==> src/rtl/vmem_arbiter.sv <==
// rtl/vmem_arbiter.sv - video RAM arbiter: scan-out reads, queued pixel writes, frame clear engine
module vmem_arbiter #(
  parameter int AW         = 19,
  parameter int DW         = 24,
  parameter int FIFO_DEPTH = 4,
  parameter int CLR_LAST   = 524287
) (
  input  logic                          clk,
  input  logic                          resetn,
  input  logic                          disp_req,
  input  logic [AW-1:0]                 disp_addr,
  output logic                          disp_rvalid,
  output logic [DW-1:0]                 disp_rdata,
  input  logic                          wr_valid,
  output logic                          wr_ready,
  input  logic [AW-1:0]                 wr_addr,
  input  logic [DW-1:0]                 wr_data,
  input  logic                          clr_start,
  input  logic [DW-1:0]                 clr_color,
  output logic                          clr_busy,
  output logic [$clog2(FIFO_DEPTH):0]   fifo_level,
  output logic                          mem_en,
  output logic                          mem_we,
  output logic [AW-1:0]                 mem_addr,
  output logic [DW-1:0]                 mem_wdata,
  input  logic [DW-1:0]                 mem_rdata
);

  localparam int LW = $clog2(FIFO_DEPTH);
  localparam logic [AW-1:0] CLR_LAST_A = AW'(CLR_LAST);

  typedef enum logic {IDLE, CLEAR} state_t;

  state_t        state;
  logic [AW-1:0] fifo_addr [FIFO_DEPTH];
  logic [DW-1:0] fifo_data [FIFO_DEPTH];
  logic [LW-1:0] wptr, rptr;
  logic [LW:0]   count;
  logic [AW-1:0] clr_addr;
  logic [DW-1:0] clr_color_q;
  logic          empty, full, push, pop, clr_wr;

  assign empty    = (count == '0);
  assign full     = (count == (LW+1)'(FIFO_DEPTH));
  assign wr_ready = resetn && !full && (state == IDLE);
  assign push     = wr_valid && wr_ready;
  assign pop      = resetn && !disp_req && !empty;
  assign clr_wr   = resetn && !disp_req && empty && (state == CLEAR);

  assign disp_rdata = mem_rdata;
  assign fifo_level = count;

  // Fixed priority: scan-out read, then FIFO head, then clear engine.
  always_comb begin
    mem_en    = resetn && (disp_req || !empty || (state == CLEAR));
    mem_we    = pop || clr_wr;
    mem_addr  = clr_addr;
    mem_wdata = clr_color_q;
    if (disp_req) begin
      mem_addr = disp_addr;
    end else if (!empty) begin
      mem_addr  = fifo_addr[rptr];
      mem_wdata = fifo_data[rptr];
    end
  end

  always_ff @(posedge clk) begin
    if (push) begin
      fifo_addr[wptr] <= wr_addr;
      fifo_data[wptr] <= wr_data;
    end
  end

  always_ff @(posedge clk) begin
    if (!resetn) begin
      wptr  <= '0;
      rptr  <= '0;
      count <= '0;
    end else begin
      if (push) wptr <= wptr + LW'(1);
      if (pop)  rptr <= rptr + LW'(1);
      case ({push, pop})
        2'b10:   count <= count + (LW+1)'(1);
        2'b01:   count <= count - (LW+1)'(1);
        default: count <= count;
      endcase
    end
  end

  always_ff @(posedge clk) begin
    if (!resetn) begin
      disp_rvalid <= 1'b0;
    end else begin
      disp_rvalid <= disp_req;
    end
  end

  always_ff @(posedge clk) begin
    if (!resetn) begin
      state       <= IDLE;
      clr_busy    <= 1'b0;
      clr_addr    <= '0;
      clr_color_q <= '0;
    end else begin
      case (state)
        IDLE: begin
          if (clr_start) begin
            state       <= CLEAR;
            clr_busy    <= 1'b1;
            clr_addr    <= '0;
            clr_color_q <= clr_color;
          end
        end
        CLEAR: begin
          if (clr_wr) begin
            if (clr_addr == CLR_LAST_A) begin
              state    <= IDLE;
              clr_busy <= 1'b0;
            end else begin
              clr_addr <= clr_addr + AW'(1);
            end
          end
        end
        default: state <= IDLE;
      endcase
    end
  end

endmodule

==> config.mk <==
export PLATFORM = sky130hd
export DESIGN_NAME = vmem_arbiter
export DESIGN_NICKNAME = d
export VERILOG_FILES = /design/src/rtl/vmem_arbiter.sv
export SDC_FILE = /design/constraint.sdc
export NUM_CORES = 1
export LEC_CHECK = 0
export ABC_AREA = 1
export BUFFER_PORTS_ARGS = -buffer_cell sky130_fd_sc_hd__buf_2
export CORE_MARGIN = 4
export CORE_UTILIZATION = 50
export DETAILED_ROUTE_END_ITERATION = 10
export GPL_TIMING_DRIVEN = 0
export PLACE_DENSITY = 0.8
export SYNTH_ARGS = -nofsm -noshare
export SYNTH_HDL_FRONTEND = slang
export SYNTH_SLANG_ARGS = --single-unit
export TNS_END_PERCENT = 30
==> constraint.sdc <==
create_clock -name clk -period 2.8 [get_ports clk]
set_input_delay 0.14 -clock clk [delete_from_list [all_inputs] [get_ports clk]]
set_output_delay 0.14 -clock clk [all_outputs]
set_load 0.02 [all_outputs]
==> impl_metrics.env <==
export IMPL_max_slew_worst_pin_slew_ps=990
export IMPL_cts_max_level=1
export IMPL_gp_congestion=0.936
export IMPL_hp_class="input pin to flop"
export IMPL_yosysSeqAreaShare_pct=63.5
export IMPL_synth_ff_type="edfxtp_1"
export IMPL_post_cts_setup_buffers=0
export IMPL_end_kind="output port"
export IMPL_final_period_utilization_pct=98.2
export IMPL_power_density_nw_per_um2=663
export IMPL_multi_input_area_sq_um=2960
export IMPL_cts_buffers=24
export IMPL_min_from="resetn"
export IMPL_die_x_um=148
export IMPL_gr_total_overflow=0
export IMPL_cpPeakStageDelay_ps=480
export IMPL_grt_pass1_wl_um=40800
export IMPL_die_area_sq_um=22000
export IMPL_grt_use_met2_pct=40.2
export IMPL_placed_cell_area_sq_um=11100
export IMPL_numClockSinks=227
export IMPL_fmax_mhz=364
export IMPL_status="completed"
export IMPL_cts_tree="built"
export IMPL_cpLargestDelayFamily="buffers and inverters"
export IMPL_cpMostUsedCell="buf_2"
export IMPL_synth_area_leader_cell="edfxtp_1"
export IMPL_synth_edf_count=172
export IMPL_hold_violations=0
export IMPL_cp_data_arrival_time_ps=2610
export IMPL_final_cell_area_sq_um=12700
export IMPL_crit_buf_inv=4
export IMPL_met3_usage_pct=4.42
export IMPL_regArea_sq_um=6270
export IMPL_io_buffers=165
export IMPL_fillers=1456
export IMPL_antenna_diode_count=0
export IMPL_final_cell_mix="172 x edfxtp_1, 171 x buf_2, 159 x nor2_1"
export IMPL_num_vias=7986
export IMPL_synth_seq_cells=227
export IMPL_critical_path_slowest_cell="clkbuf_1"
export IMPL_core_area_sq_um=19500
export IMPL_worstSetupPathType="flop to output port"
export IMPL_p_leak_uw=0.00521
export IMPL_slew_violations=0
export IMPL_die_h_um=148
export IMPL_detail_route_antenna_nets=0
export IMPL_slew_headroom_pct=33.7
export IMPL_dp_hpwl_um=17500
export IMPL_gr_usage_all_layers_pct=23.4
export IMPL_finalSetupViolCount=0
export IMPL_use_met1_pct=30.3
export IMPL_yosysWarnings=0
export IMPL_fin_skew_ps=11.4
export IMPL_synth_nets=1069
export IMPL_rsz0062_at_grt="true"
export IMPL_wl_um=26500
export IMPL_syn_to_final_growth_pct=28.4
export IMPL_drt_drc_violations_left=0
export IMPL_cp_depth=8
export IMPL_vias_per_cell=5.35
export IMPL_layout_drive_gt1_share_pct=21.7
export IMPL_fin_nets=1332
export IMPL_netlist_instances=947
export IMPL_ioPinCount=190
export IMPL_start_kind="flop"
export IMPL_ys_top_cells_by_area="edfxtp_1 52%, dfxtp_1 11%, o21ai_0 6.3%, nor2_1 6.2%, nand2_1 4.2%"
export IMPL_fin_ws_ps=49.3
export IMPL_drt_pass1_iter_count=5
export IMPL_synthArstFlopShare_pct=0
export IMPL_antenna_found_initial=0
export IMPL_clkTransAtPathRegs_ps=70
export IMPL_grt_max_degree=30
export IMPL_total_power_uw=8390
export IMPL_synth_area_per_cell_sq_um=10.4
export IMPL_reg2reg_depth=5
export IMPL_required_ps=2660
export IMPL_r2r_start="state$_SDFF_PN0_"
export IMPL_layout_min_cycle_time_ps=2750
export IMPL_first_global_vias=7761
export IMPL_final_common_cell="edfxtp_1"
export IMPL_synth_top_area_share_pct=52.4
export IMPL_clock_root_buffer="clkbuf_16"
export IMPL_busiest_layer="met2"
export IMPL_endpoint="mem_addr[16]"
export IMPL_drv_cap=0
export IMPL_clk_latency_ps=510
export IMPL_crit_chain="inv_1 -> buf_2 -> clkbuf_1 -> nor2_1 -> o22ai_1 -> nand2_1 -> o211ai_1 -> buf_2"
export IMPL_cp_max_fo=10
export IMPL_initial_core_util_pct=50.7
export IMPL_synth_cell_types=35
export IMPL_drtIter0Drc=764
export IMPL_cts_buffer_depth=3
export IMPL_ir_drop_uv=560
export IMPL_wire_per_inst_um=17.8
export IMPL_pre_cts_ws_ps=245
export IMPL_rows=51
export IMPL_r2r_slack_ps=170
export IMPL_synth_area_sq_um=9860
export IMPL_reg2reg_to="fifo_data[2][9]$_DFFE_PP_"
## how the worst min path moves through the flow
stage / depth (start not counted) / end / slack, ps
after floorplan: 0 / fifo_addr[0][0]$_DFFE_PP_ / 240
after global placement: 1 / fifo_data[2][23]$_DFFE_PP_ / 350
after detailed placement: 1 / fifo_addr[1][15]$_DFFE_PP_ / 360
after CTS: 3 / clr_addr[5]$_SDFFE_PN0P_ / 50
after global routing: 3 / clr_addr[7]$_SDFFE_PN0P_ / 90
final: 3 / clr_addr[6]$_SDFFE_PN0P_ / 90
## metrics by stage
stage	hold slack [ps]	util, %	cells	TNS (ps)
after floorplan	239	-	947	-65210
after global placement	354	56.7	1377	-116390
after detailed placement	355	57.2	1381	0
after CTS	52.2	65.0	1493	-2.96
after global routing	91.4	65.1	1493	-245
final	85.9	65.1	1493	0
## tightest hold or removal path: cells and delay by family
kind            cells  cell delay, ps
compound gates      1             140
buf+inv             2             270
## sequential cells by signal, summed over array words and instances, names as in the netlist, 2 cells and up, named ones only
register,flops
fifo_level,3
clr_addr,19
rptr,2
clr_color_q,24
fifo_data,96
wptr,2
fifo_addr,76
## kinds of logic after synthesis
kind of cell | Yosys count | share of synthesized area [%]
AOI/OAI and AO/OA | 212 | 11.8
xor gates and xnor gates | 3 | 0.266
adders and majority gates | 7 | 0.964
buffers and inverters | 151 | 6.81
DFF | 227 | 63.5
muxes | 24 | 2.44
and+or+nand+nor | 323 | 14.2
## cells in the mapped netlist (3+ instances only)
cell and n:
o21ai_0 125, dfxtp_1 55, o211ai_1 18, nand3_2 3, nor2_1 163, inv_1 77, inv_2 4, o21ai_1 6
edfxtp_1 172, o22ai_1 43, ha_1 6, mux2i_1 24, nand4_1 11, nand3_1 18, nand2_1 110, nor3_1 4
clkbuf_1 38, nor2_4 3, buf_4 24, a21oi_1 18, buf_2 6
## cell type report
type	instances	area share [%]
inverter	81	2.40
sequential	227	49.5
timing repair buffer	237	12.6
multi-input combinational	569	23.3
buffer	70	2.95
tap	265	2.62
clock inverter	18	1.66
clock buffer	26	4.97
## power by group
group	internal (uW)	switching [uW]	total, uW
clock	2070	1250	3330
sequential	3730	43.8	3770
combinational	448	845	1290
## per-layer routing
layer	part of all wire [%]	vias to the layer above
met4	2.1	0
li1	-	3779
met5	0	-
met1	40	3788
met3	8.2	52
met2	50	367
## what timing repair did
item,4_1_cts,5_1_grt
hold endpoints to repair,198,0
cloned,0,0
hold buffers,68,0
gates resized for setup,2,8
setup endpoints to repair,3,27
Note: power is estimated with default switching activity, not from simulation.
